### src/rtl/leaf_out_arbiter_if.sv
// Link-side bundle of leaf_out_arbiter: user streams, destination
// config port, credit return, pause request and the BFT output packet.
// master = user/shell side driving the streams, slave = the arbiter.
interface leaf_out_arbiter_if #(
  parameter int PACKET_BITS   = 49,
  parameter int PAYLOAD_BITS  = 32,
  parameter int NUM_LEAF_BITS = 5,
  parameter int NUM_PORT_BITS = 4,
  parameter int NUM_OUT_PORTS = 5
);
  logic [NUM_OUT_PORTS*PAYLOAD_BITS-1:0]   din_leaf_user2interface;
  logic [NUM_OUT_PORTS-1:0]                vld_user2interface;
  logic [NUM_OUT_PORTS-1:0]                ack_interface2user;
  logic                                    cfg_we;
  logic [NUM_PORT_BITS-1:0]                cfg_port;
  logic [NUM_LEAF_BITS+NUM_PORT_BITS-1:0]  cfg_dest;
  logic                                    credit_vld;
  logic [NUM_PORT_BITS-1:0]                credit_port;
  logic                                    resend;
  logic [PACKET_BITS-1:0]                  dout_leaf_interface2bft;
  logic                                    busy;

  modport master (
    output din_leaf_user2interface, vld_user2interface, cfg_we, cfg_port,
           cfg_dest, credit_vld, credit_port, resend,
    input  ack_interface2user, dout_leaf_interface2bft, busy
  );

  modport slave (
    input  din_leaf_user2interface, vld_user2interface, cfg_we, cfg_port,
           cfg_dest, credit_vld, credit_port, resend,
    output ack_interface2user, dout_leaf_interface2bft, busy
  );
endinterface

### src/rtl/leaf_out_arbiter.sv
// Leaf output arbiter: shares the single leaf-to-BFT packet link between
// NUM_OUT_PORTS user streams. Each accepted word is wrapped with its
// destination (leaf, port) from a runtime table and a per-port 7-bit
// sequence address; destination buffer space is tracked with credits.
// Build option: define LEAF_ARB_FIXED_PRIO_EN for fixed priority (lowest
// eligible index wins, no rr pointer); default is round-robin.
module leaf_out_arbiter #(
  parameter int PACKET_BITS           = 49,
  parameter int PAYLOAD_BITS          = 32,
  parameter int NUM_LEAF_BITS         = 5,
  parameter int NUM_PORT_BITS         = 4,
  parameter int NUM_ADDR_BITS         = 7,
  parameter int NUM_OUT_PORTS         = 5,
  parameter int NUM_BRAM_ADDR_BITS    = 7,
  parameter int FREESPACE_UPDATE_SIZE = 64
) (
  input logic               clk,
  input logic               reset,
  leaf_out_arbiter_if.slave bus
);

  localparam int DEST_W = NUM_LEAF_BITS + NUM_PORT_BITS;
  localparam int CRED_W = NUM_BRAM_ADDR_BITS + 1;
  localparam logic [CRED_W-1:0] CRED_MAX = {1'b1, {NUM_BRAM_ADDR_BITS{1'b0}}};
  localparam logic [CRED_W:0]   CRED_INC = (CRED_W+1)'(FREESPACE_UPDATE_SIZE);

  typedef enum logic {S_RUN, S_PAUSE} state_t;

  state_t                    state, state_nxt;
  logic [DEST_W-1:0]         tbl_dest [NUM_OUT_PORTS];
  logic [NUM_OUT_PORTS-1:0]  tbl_vld;
  logic [CRED_W-1:0]         credit [NUM_OUT_PORTS];
  logic [CRED_W-1:0]         credit_nxt [NUM_OUT_PORTS];
  logic [NUM_ADDR_BITS-1:0]  addr [NUM_OUT_PORTS];
  logic [NUM_OUT_PORTS-1:0]  elig, sel, grant;
  logic                      found;
  logic [PACKET_BITS-1:0]    pkt;
  logic [NUM_OUT_PORTS-1:0]  ack_p1;
  logic [PACKET_BITS-1:0]    dout_p1;
  logic                      busy_p1;

`ifndef LEAF_ARB_FIXED_PRIO_EN
  localparam int PTR_W = (NUM_OUT_PORTS > 1) ? $clog2(NUM_OUT_PORTS) : 1;
  logic [PTR_W-1:0] rr, rr_nxt, idx;
  logic [PTR_W:0]   sum;
`endif

  // A port may compete when it has data, a destination, credit, and was not
  // acked last cycle (the user is still advancing its data after an ack).
  always_comb begin
    elig = '0;
    for (int i = 0; i < NUM_OUT_PORTS; i++)
      elig[i] = bus.vld_user2interface[i] & tbl_vld[i] & (credit[i] != '0) & ~ack_p1[i];
  end

  // Pick the winner among eligible ports.
  always_comb begin
    sel   = '0;
    found = 1'b0;
`ifdef LEAF_ARB_FIXED_PRIO_EN
    for (int i = 0; i < NUM_OUT_PORTS; i++) begin
      if (!found && elig[i]) begin
        sel[i] = 1'b1;
        found  = 1'b1;
      end
    end
`else
    sum = '0;
    idx = '0;
    for (int k = 0; k < NUM_OUT_PORTS; k++) begin
      sum = {1'b0, rr} + (PTR_W+1)'(k);
      if (sum >= (PTR_W+1)'(NUM_OUT_PORTS))
        sum = sum - (PTR_W+1)'(NUM_OUT_PORTS);
      idx = sum[PTR_W-1:0];
      if (!found && elig[idx]) begin
        sel[idx] = 1'b1;
        found    = 1'b1;
      end
    end
`endif
  end

  // Run/pause control: grants only happen in RUN with resend low.
  always_comb begin
    state_nxt = state;
    grant     = '0;
    case (state)
      S_RUN: begin
        if (bus.resend) state_nxt = S_PAUSE;
        else            grant     = sel;
      end
      S_PAUSE: begin
        if (!bus.resend) state_nxt = S_RUN;
      end
      default: state_nxt = S_RUN;
    endcase
  end

  // Build the outgoing packet from the table entry as it stood before any
  // same-cycle config write.
  always_comb begin
    pkt = '0;
    for (int i = 0; i < NUM_OUT_PORTS; i++)
      if (grant[i])
        pkt = {1'b1, tbl_dest[i], addr[i],
               bus.din_leaf_user2interface[i*PAYLOAD_BITS +: PAYLOAD_BITS]};
  end

  // Credit bookkeeping: return and consume net first, then saturate.
  always_comb begin
    logic [CRED_W:0] cs;
    cs = '0;
    for (int i = 0; i < NUM_OUT_PORTS; i++) begin
      cs = {1'b0, credit[i]};
      if (bus.credit_vld && bus.credit_port == NUM_PORT_BITS'(i)) cs = cs + CRED_INC;
      if (grant[i]) cs = cs - (CRED_W+1)'(1);
      credit_nxt[i] = (cs > {1'b0, CRED_MAX}) ? CRED_MAX : cs[CRED_W-1:0];
    end
  end

`ifndef LEAF_ARB_FIXED_PRIO_EN
  // Round-robin pointer moves to the slot just after the winner.
  always_comb begin
    rr_nxt = rr;
    for (int i = 0; i < NUM_OUT_PORTS; i++)
      if (grant[i])
        rr_nxt = (i == NUM_OUT_PORTS - 1) ? '0 : PTR_W'(i + 1);
  end
`endif

  // ---- stage p0 -> p1: register grant, packet and control state ----
  // Control and output state; reset drops any in-flight packet.
  always_ff @(posedge clk or negedge reset) begin
    if (!reset) begin
      state   <= S_RUN;
      ack_p1  <= '0;
      dout_p1 <= '0;
      busy_p1 <= 1'b0;
      tbl_vld <= '0;
`ifndef LEAF_ARB_FIXED_PRIO_EN
      rr      <= '0;
`endif
      for (int i = 0; i < NUM_OUT_PORTS; i++) begin
        credit[i] <= CRED_MAX;
        addr[i]   <= '0;
      end
    end else begin
      state   <= state_nxt;
      ack_p1  <= grant;
      dout_p1 <= pkt;
      busy_p1 <= |(bus.vld_user2interface & ~grant);
`ifndef LEAF_ARB_FIXED_PRIO_EN
      rr      <= rr_nxt;
`endif
      for (int i = 0; i < NUM_OUT_PORTS; i++) begin
        credit[i] <= credit_nxt[i];
        if (grant[i]) addr[i] <= addr[i] + NUM_ADDR_BITS'(1);
        if (bus.cfg_we && bus.cfg_port == NUM_PORT_BITS'(i)) tbl_vld[i] <= 1'b1;
      end
    end
  end

  // Destination table payload; validity is tracked separately above.
  always_ff @(posedge clk) begin
    for (int i = 0; i < NUM_OUT_PORTS; i++)
      if (bus.cfg_we && bus.cfg_port == NUM_PORT_BITS'(i)) tbl_dest[i] <= bus.cfg_dest;
  end

  assign bus.ack_interface2user      = ack_p1;
  assign bus.dout_leaf_interface2bft = dout_p1;
  assign bus.busy                    = busy_p1;

endmodule

### src/flat_wrapper.sv
// flat-port wrapper written by rule: the top's interface ports become plain ports
module leaf_out_arbiter_flat 
#(
  parameter int PACKET_BITS           = 49,
  parameter int PAYLOAD_BITS          = 32,
  parameter int NUM_LEAF_BITS         = 5,
  parameter int NUM_PORT_BITS         = 4,
  parameter int NUM_ADDR_BITS         = 7,
  parameter int NUM_OUT_PORTS         = 5,
  parameter int NUM_BRAM_ADDR_BITS    = 7,
  parameter int FREESPACE_UPDATE_SIZE = 64
)
  (clk, reset, bus_din_leaf_user2interface, bus_vld_user2interface, bus_cfg_we, bus_cfg_port, bus_cfg_dest, bus_credit_vld, bus_credit_port, bus_resend, bus_ack_interface2user, bus_dout_leaf_interface2bft, bus_busy);
  leaf_out_arbiter_if #(.PACKET_BITS(PACKET_BITS), .PAYLOAD_BITS(PAYLOAD_BITS), .NUM_LEAF_BITS(NUM_LEAF_BITS), .NUM_PORT_BITS(NUM_PORT_BITS), .NUM_OUT_PORTS(NUM_OUT_PORTS)) bus_i ();
  input logic clk;
  input logic reset;
  input wire logic [$bits(bus_i.din_leaf_user2interface)-1:0] bus_din_leaf_user2interface;
  input wire logic [$bits(bus_i.vld_user2interface)-1:0] bus_vld_user2interface;
  input wire logic [$bits(bus_i.cfg_we)-1:0] bus_cfg_we;
  input wire logic [$bits(bus_i.cfg_port)-1:0] bus_cfg_port;
  input wire logic [$bits(bus_i.cfg_dest)-1:0] bus_cfg_dest;
  input wire logic [$bits(bus_i.credit_vld)-1:0] bus_credit_vld;
  input wire logic [$bits(bus_i.credit_port)-1:0] bus_credit_port;
  input wire logic [$bits(bus_i.resend)-1:0] bus_resend;
  output wire logic [$bits(bus_i.ack_interface2user)-1:0] bus_ack_interface2user;
  output wire logic [$bits(bus_i.dout_leaf_interface2bft)-1:0] bus_dout_leaf_interface2bft;
  output wire logic [$bits(bus_i.busy)-1:0] bus_busy;
  assign bus_i.din_leaf_user2interface = bus_din_leaf_user2interface;
  assign bus_i.vld_user2interface = bus_vld_user2interface;
  assign bus_i.cfg_we = bus_cfg_we;
  assign bus_i.cfg_port = bus_cfg_port;
  assign bus_i.cfg_dest = bus_cfg_dest;
  assign bus_i.credit_vld = bus_credit_vld;
  assign bus_i.credit_port = bus_credit_port;
  assign bus_i.resend = bus_resend;
  assign bus_ack_interface2user = bus_i.ack_interface2user;
  assign bus_dout_leaf_interface2bft = bus_i.dout_leaf_interface2bft;
  assign bus_busy = bus_i.busy;
  leaf_out_arbiter #(.PACKET_BITS(PACKET_BITS), .PAYLOAD_BITS(PAYLOAD_BITS), .NUM_LEAF_BITS(NUM_LEAF_BITS), .NUM_PORT_BITS(NUM_PORT_BITS), .NUM_ADDR_BITS(NUM_ADDR_BITS), .NUM_OUT_PORTS(NUM_OUT_PORTS), .NUM_BRAM_ADDR_BITS(NUM_BRAM_ADDR_BITS), .FREESPACE_UPDATE_SIZE(FREESPACE_UPDATE_SIZE)) u_core (.clk(clk), .reset(reset), .bus(bus_i));
endmodule
### config.mk
export PLATFORM = sky130hd
export DESIGN_NAME = leaf_out_arbiter_flat
export DESIGN_NICKNAME = d
export VERILOG_FILES = /design/src/rtl/leaf_out_arbiter_if.sv /design/src/rtl/leaf_out_arbiter.sv /design/src/flat_wrapper.sv
export SDC_FILE = /design/constraint.sdc
export NUM_CORES = 1
export LEC_CHECK = 0
export BUFFER_PORTS_ARGS = -buffer_cell sky130_fd_sc_hd__clkbuf_2
export CAP_MARGIN = 20
export CORE_MARGIN = 3
export CORE_UTILIZATION = 59
export DETAILED_ROUTE_END_ITERATION = 10
export PLACE_DENSITY = 0.91
export RECOVER_POWER = 100
export SLEW_MARGIN = 40
export SYNTH_ARGS = -nofsm -noshare
export SYNTH_HDL_FRONTEND = slang
export SYNTH_SLANG_ARGS = --single-unit
### constraint.sdc
create_clock -name clk -period 7.4 [get_ports clk]
set_clock_uncertainty 0.1 [all_clocks]
set_input_delay 1.85 -clock clk [delete_from_list [all_inputs] [get_ports clk]]
set_output_delay 1.85 -clock clk [all_outputs]
set_load 0.05 [all_outputs]
Yosys cells after proc, flatten, opt, wreduce, memory -nomap -nowiden:

Memory sizes are Yosys's and may differ from the RTL's.
Index checks and enable logic that the tools add are counted.

* bits in registers: 139
* bits in latches: 0
* RAM bits: 45
* bits in read-only memories: 0
* input port bits: 187
* output and inout bits: 55
* logic and storage cells: 219
* memories kept: 1

* $add $sub $neg: 24
* multipliers: 0
* divide/modulo/power cells: 0
* $lt $le $gt $ge: 20
* equal/unequal tests: 8
* shifts and indexed selects: 0
* multiplexer cells: 84
* bitwise operators: 26
* reduce and logical (&&, ||, !) cells: 36

Memories
* u_core.tbl_dest: words 5, width 9, rd ports 5, clocked after Yosys merged registers in 0, write ports 1, RTL line leaf_out_arbiter.sv:30 `logic [DEST_W-1:0] tbl_dest [NUM_OUT_PORTS];`

Operator list (count)
* two-way mux 49 bit: 5
* two-way mux 9 bit: 14
* adder 8 x 7 -> 9 bit, second input constant: 5
* > comparator 9 x 8 -> 1 bit, second input constant: 5
* subtractor 9 x 1 -> 9 bit, second input constant: 5
* two-way mux 3 bit: 14
* two-way mux 8 bit: 5
* nonzero test 8 bit: 5
* OR reduction 9 bit: 4
* adder 7 x 1 -> 7 bit, second input constant: 5
* two-way mux 5 bit: 7
* two-way mux 1 bit: 29
* less-than comparator 3 x 4 -> 1 bit, second input constant: 5
* bitwise OR 5 bit: 4
* logical AND 1 bit: 19
* equality test 4 x 2 -> 1 bit, second input constant: 4
* >= comparator 4 x 3 -> 1 bit, second input constant: 4
* bitwise AND 1 bit: 15
* binary-select mux 1 bit (select 3 bit): 5
* demux 1 bit (select 3 bit): 5
* >= comparator 3 x 1 -> 1 bit, second input constant: 5
* subtractor 3 bit, second input constant: 5
* adder 3 x 2 -> 4 bit, second input constant: 2
* equality test 4 x 1 -> 1 bit, second input constant: 2
* 11 further kinds: 20

Depth between registers and ports, before layout:

* depth in word-level cells: 25
* gate-level depth with buffers: 19
* mapped depth without buffers: 17

Worst setup path before layout:

No wires, ideal clock.

* path type: input -> register
* from: in bus_vld_user2interface[1]
* to: reg u_core.credit[1] (netlist name)
* setup time: 87 ps
* arrival time: 4583 ps
* data required time: 7213 ps
* path slack: 2631 ps
* stages on the path: 11
* path buffers: 0
* cells stage by stage: nand3b_1 > a31o_2 > nor3b_1 > a2111oi_4 > or4_1 > o31a_1 > a21o_1 > o32a_1 > o22a_1 > o31a_1 > a211oi_2

RTL lines
* start, declared: RTL line flat_wrapper.sv:18 `input wire logic [$bits(bus_i.vld_user2interface)-1:0] bus_vld_user2interface;`
* end signal, assigned by index: RTL line leaf_out_arbiter.sv:156 `credit[i] <= credit_nxt[i];`
* end, declared: RTL line leaf_out_arbiter.sv:32 `logic [CRED_W-1:0] credit [NUM_OUT_PORTS];`

Worst setup path in the final report:

* from: reg u_core.rr[0]
* to: reg u_core.dout_p1[9] (netlist: u_core.bus.dout_leaf_interface2bft[9])

* cells in the longest elaborated chain, start to end: 24
* elaborated cells on any way between the ends: 82
* those cells by class: add/sub: 9; order compare: 15; mux: 41; bitwise: 4; reduce/logical: 13

RTL lines
* start, declared: RTL line leaf_out_arbiter.sv:44 `logic [PTR_W-1:0] rr, rr_nxt, idx;`
* start signal, assigned: RTL line leaf_out_arbiter.sv:153 `rr <= rr_nxt;`
* branches (longest 16 deep; another with adder 3 x 1 -> 4 bit)
* two-way mux 5 bit *: RTL line leaf_out_arbiter.sv:75 `if (!found && elig[idx]) begin`
* two-way mux 5 bit *: RTL line leaf_out_arbiter.sv:89 `if (bus.resend) state_nxt = S_PAUSE;`
* two-way mux 5 bit *: RTL line leaf_out_arbiter.sv:87 `case (state)`
* two-way mux 49 bit (4 in series): RTL line leaf_out_arbiter.sv:104 `if (grant[i])`
* two-way mux 49 bit *: RTL line leaf_out_arbiter.sv:104
* via u_core.pkt[9]: RTL line leaf_out_arbiter.sv:37 `logic [PACKET_BITS-1:0] pkt;`
* end signal, assigned: RTL line leaf_out_arbiter.sv:150 `dout_p1 <= pkt;`
* end, declared: RTL line leaf_out_arbiter.sv:39 `logic [PACKET_BITS-1:0] dout_p1;`

Mark *: on every way through the listed nets, which the timed path passes. The select of a mux whose other input is x is not followed.
A chain may end at the register's enable or synchronous reset.

==> impl_results.md <==
* P per Cell Area at 424.1 nW/um2
* CP arrival at 6350 ps
* Post-synth cell types at 79
* Reg2reg start: u_core.rr[0]
* Syn avg cell area at 9.871 um2
* IO Pins at 242
* First-pass DRT Iterations at 5
* Leakage at 5.121 nW
* Detailed Route WL at 29950 um
* Synth Instances at 1020
* Max-Cap Viols at 1
* Post-CTS sizing at 0
* Slew at the pin with the worst max-slew slack at 4720 ps
* Post-DRT Antenna Nets at 0
* GR Overflow Total at 0
* # rows at 47
* Worst setup EP type: register
* Max Fclk at 162.6 MHz
* Final WS setup at 1251 ps
* CTS tree: yes
* CTS sink count at 184
* Via count at 9346
* CTS root buffer: clkbuf_16
* Peak VDD IR at 0.0002505 V
* First-pass GRT wire length at 45370 um
* Avg WL per Cell at 20.40 um
* Clock Latency Late Sink at 440 ps
* Max Root-Sink Buffers at 2
* Gate power share at 53.1%
* Initial Util at 60.50%
* Area delta synth->final at 17.76%
* Failing checks: capacitance limit, slew limit
* PortBufs at 241
* FF+latch count, synth at 184
* Vias per cell at 6.366
* Kind of critical path: register to register
* Switching part of the total at 47.32%
* Crit path time final at 6149 ps
* H-tree Lvls at 4
* Outcome: finished with violations
* CORE AREA at 16640 um2
* Crit path launch: u_core.rr[0]
* CP Launch Type: register
* CP max FO at 49
* Die ar. at 18670 um2
* P_int at 2.649 mW
* Chip width at 136.6 um
* CP Cell Sequence: inv_1 > ha_1 > inv_1 > fa_1 > a21oi_1 > a2bb2oi_1 > nor2_1 > o221ai_1 > a22oi_1 > o21ai_0 > a21o_1 > buf_4 > nand2_1 > clkbuf_2 > a221oi_1 > a21oi_1
* Final core occ at 71.24%
* Unrepaired setup endpoints after global routing: false
* Dpl hpwl at 21120 um
* Post-Syn Area at 10070 um2
* Commonest register cell after synthesis: dfrtp_1
* CP Data Required Time at 7600 ps
* Slowest cell delay on critical path at 680 ps
* Cts hold-fix bufs at 0
* Post-route setup TNS at 0 ps
* Num CTS Buffers at 17
* Switching power at 2.379 mW
* Initial antenna violation count at 1
* Syn nets at 1238
* Share of layout cells above drive strength 1 at 19.55%
* Setup repair bufs after CTS at 0
* Routability cong. at 0.9562
* Total power draw at 5.028 mW
* Tcrit/Tclk final at 83.10%
* EDFF count, synth at 45
* CTS clk-pin slew, worst paths at 70 ps
* Largest net degree at the start of global routing at 87
* Vias in the first global route at 8734
* Slew Viols, Final at 87
* Gr usage total at 31.18%
* Pre-CTS setup slack at 1762 ps
* Setup-failing EPs final at 0
* Slowest stage cell, crit path: dfrtp_1
* Final Hold Fails at 0
* Fraction of registers with async set/reset at 75.54%
* Drt initial violations at 1131
* Ys Warns at 0
* DRC errors left at 0
* N_diodes at 0
* Die Span Y at 136.6 um
* Hold path start: u_core.addr[13]
* Final nets at 1453
* Seq pwr share at 29.4%
* HP Class: register to register
* Seq/Total Area, Yosys at 48.03%
* Clk network pwr share at 17.4%
* Max_slew headroom at -214.7%
## flip-flops by register name, summed over array words and instances, names as in the netlist
signal	count
u_core.state	1
u_core.credit	40
u_core.addr	35
u_core.bus.ack_interface2user	5
u_core.bus.dout_leaf_interface2bft	49
u_core.rr	3
u_core.tbl_vld	5
u_core.tbl_dest	45
u_core.bus.busy	1
## placed cells by master (no fill, tap or decap), types with 17 or more instances in the layout
cell and instances:
clkbuf_2 176, dfrtp_1 134, nand2_1 118, clkbuf_1 70, nor2_1 68, a21oi_1 67
o22ai_1 53, a221oi_1 49, xnor2_1 47, edfxtp_1 45, inv_1 33, ha_1 30
nand3_1 28, nor3_1 25, xor2_1 23, o21ai_0 20, clkbuf_16 17
## cells in the mapped netlist (all sizes together), types with 12 or more instances
master  number  area (um2)
o21ai       20       100.1
nand2      118       442.9
buf         16       78.82
dfrtp      134        3353
edfxtp      45        1351
nor2        68       255.2
o22ai       53       331.6
ha          30       375.4
nor2b       12       75.07
a221oi      49       429.2
xor2        23       201.4
inv         33       123.9
a211oi      12       95.09
nand3       28       140.1
nor3        27       150.2
a21oi       69       352.8
nand4       15       93.84
xnor2       47       411.6
clkbuf      36       135.1
a31oi       16       100.1
nand2b      14       87.58
## cell families (layout without fill, tap and decap cells)
family,after synthesis,in the layout,share of synthesized area [%]
AOI/OAI and AO/OA,283,283,19.73
and+or+nand+nor,353,353,17.47
muxes,13,13,1.355
adders and majority gates,31,31,3.927
xor gates and xnor gates,70,70,6.089
buffers and inverters,86,314,3.392
DFF,184,184,48.03
## power groups by stage
stage                     logic (mW)  clock network [mW]  registers [mW]
after detailed placement        2.62                   0            1.48
after global routing            2.90               0.930            1.50
after CTS                       2.65               0.885            1.47
after global placement          2.54                   0            1.48
final                           2.67               0.876            1.48
after floorplan                 1.81                   0            1.63
## path summary, 6_finish.rpt
path,to,slack [ps],cells past startpoint
setup / recovery,u_core.bus.dout_leaf_interface2bft[9],1250,16
hold / removal,u_core.addr[13],370,1
setup reg to reg,u_core.bus.dout_leaf_interface2bft[9],1250,16
hold reg to reg,u_core.addr[13],370,1
max in group asynchronous,u_core.bus.dout_leaf_interface2bft[0],1550,1
min in group asynchronous,u_core.credit[38],2990,1
## per-stage QoR
| step | hold WS [ps] | cell area [um2] | instances |
|---|---|---|---|
| floorplan | 339.4 | 10070 | 1020 |
| finish | 372.3 | 11860 | 1468 |
| global placement | 360.4 | 11400 | 1436 |
| detailed placement | 359.6 | 11410 | 1436 |
| global route | 385.4 | 11860 | 1468 |
| CTS | 374.0 | 11980 | 1468 |
## area by class of cell
type,instances,area (um2)
multi-input cells,750,4887
flip-flops and latches,184,4836
fillers,1226,4786
repair buffers,248,1162
clock buffers,18,429.2
well taps,220,275.3
clock inverters,14,136.4
inverters,34,130.1
## worst max-delay path, delay by kind of cell, from the launching register on
family,cells,cell delay [ps]
AO/OA/AOI/OAI,8,2810
buffers and inverters,4,1560
flip-flops,1,680
adder cells (fa/ha/maj),2,610
AND/OR/NAND/NOR,2,190
## metal layers
layer,global-route usage [%],vias to the layer above,share of wire (%)
li1,-,4236,-
met1,43.23,4514,41
met2,47.18,533,47
met3,10.70,61,11
met4,8.287,2,2.1
met5,0,-,0.043
Note: power is estimated with default switching activity, not from simulation.
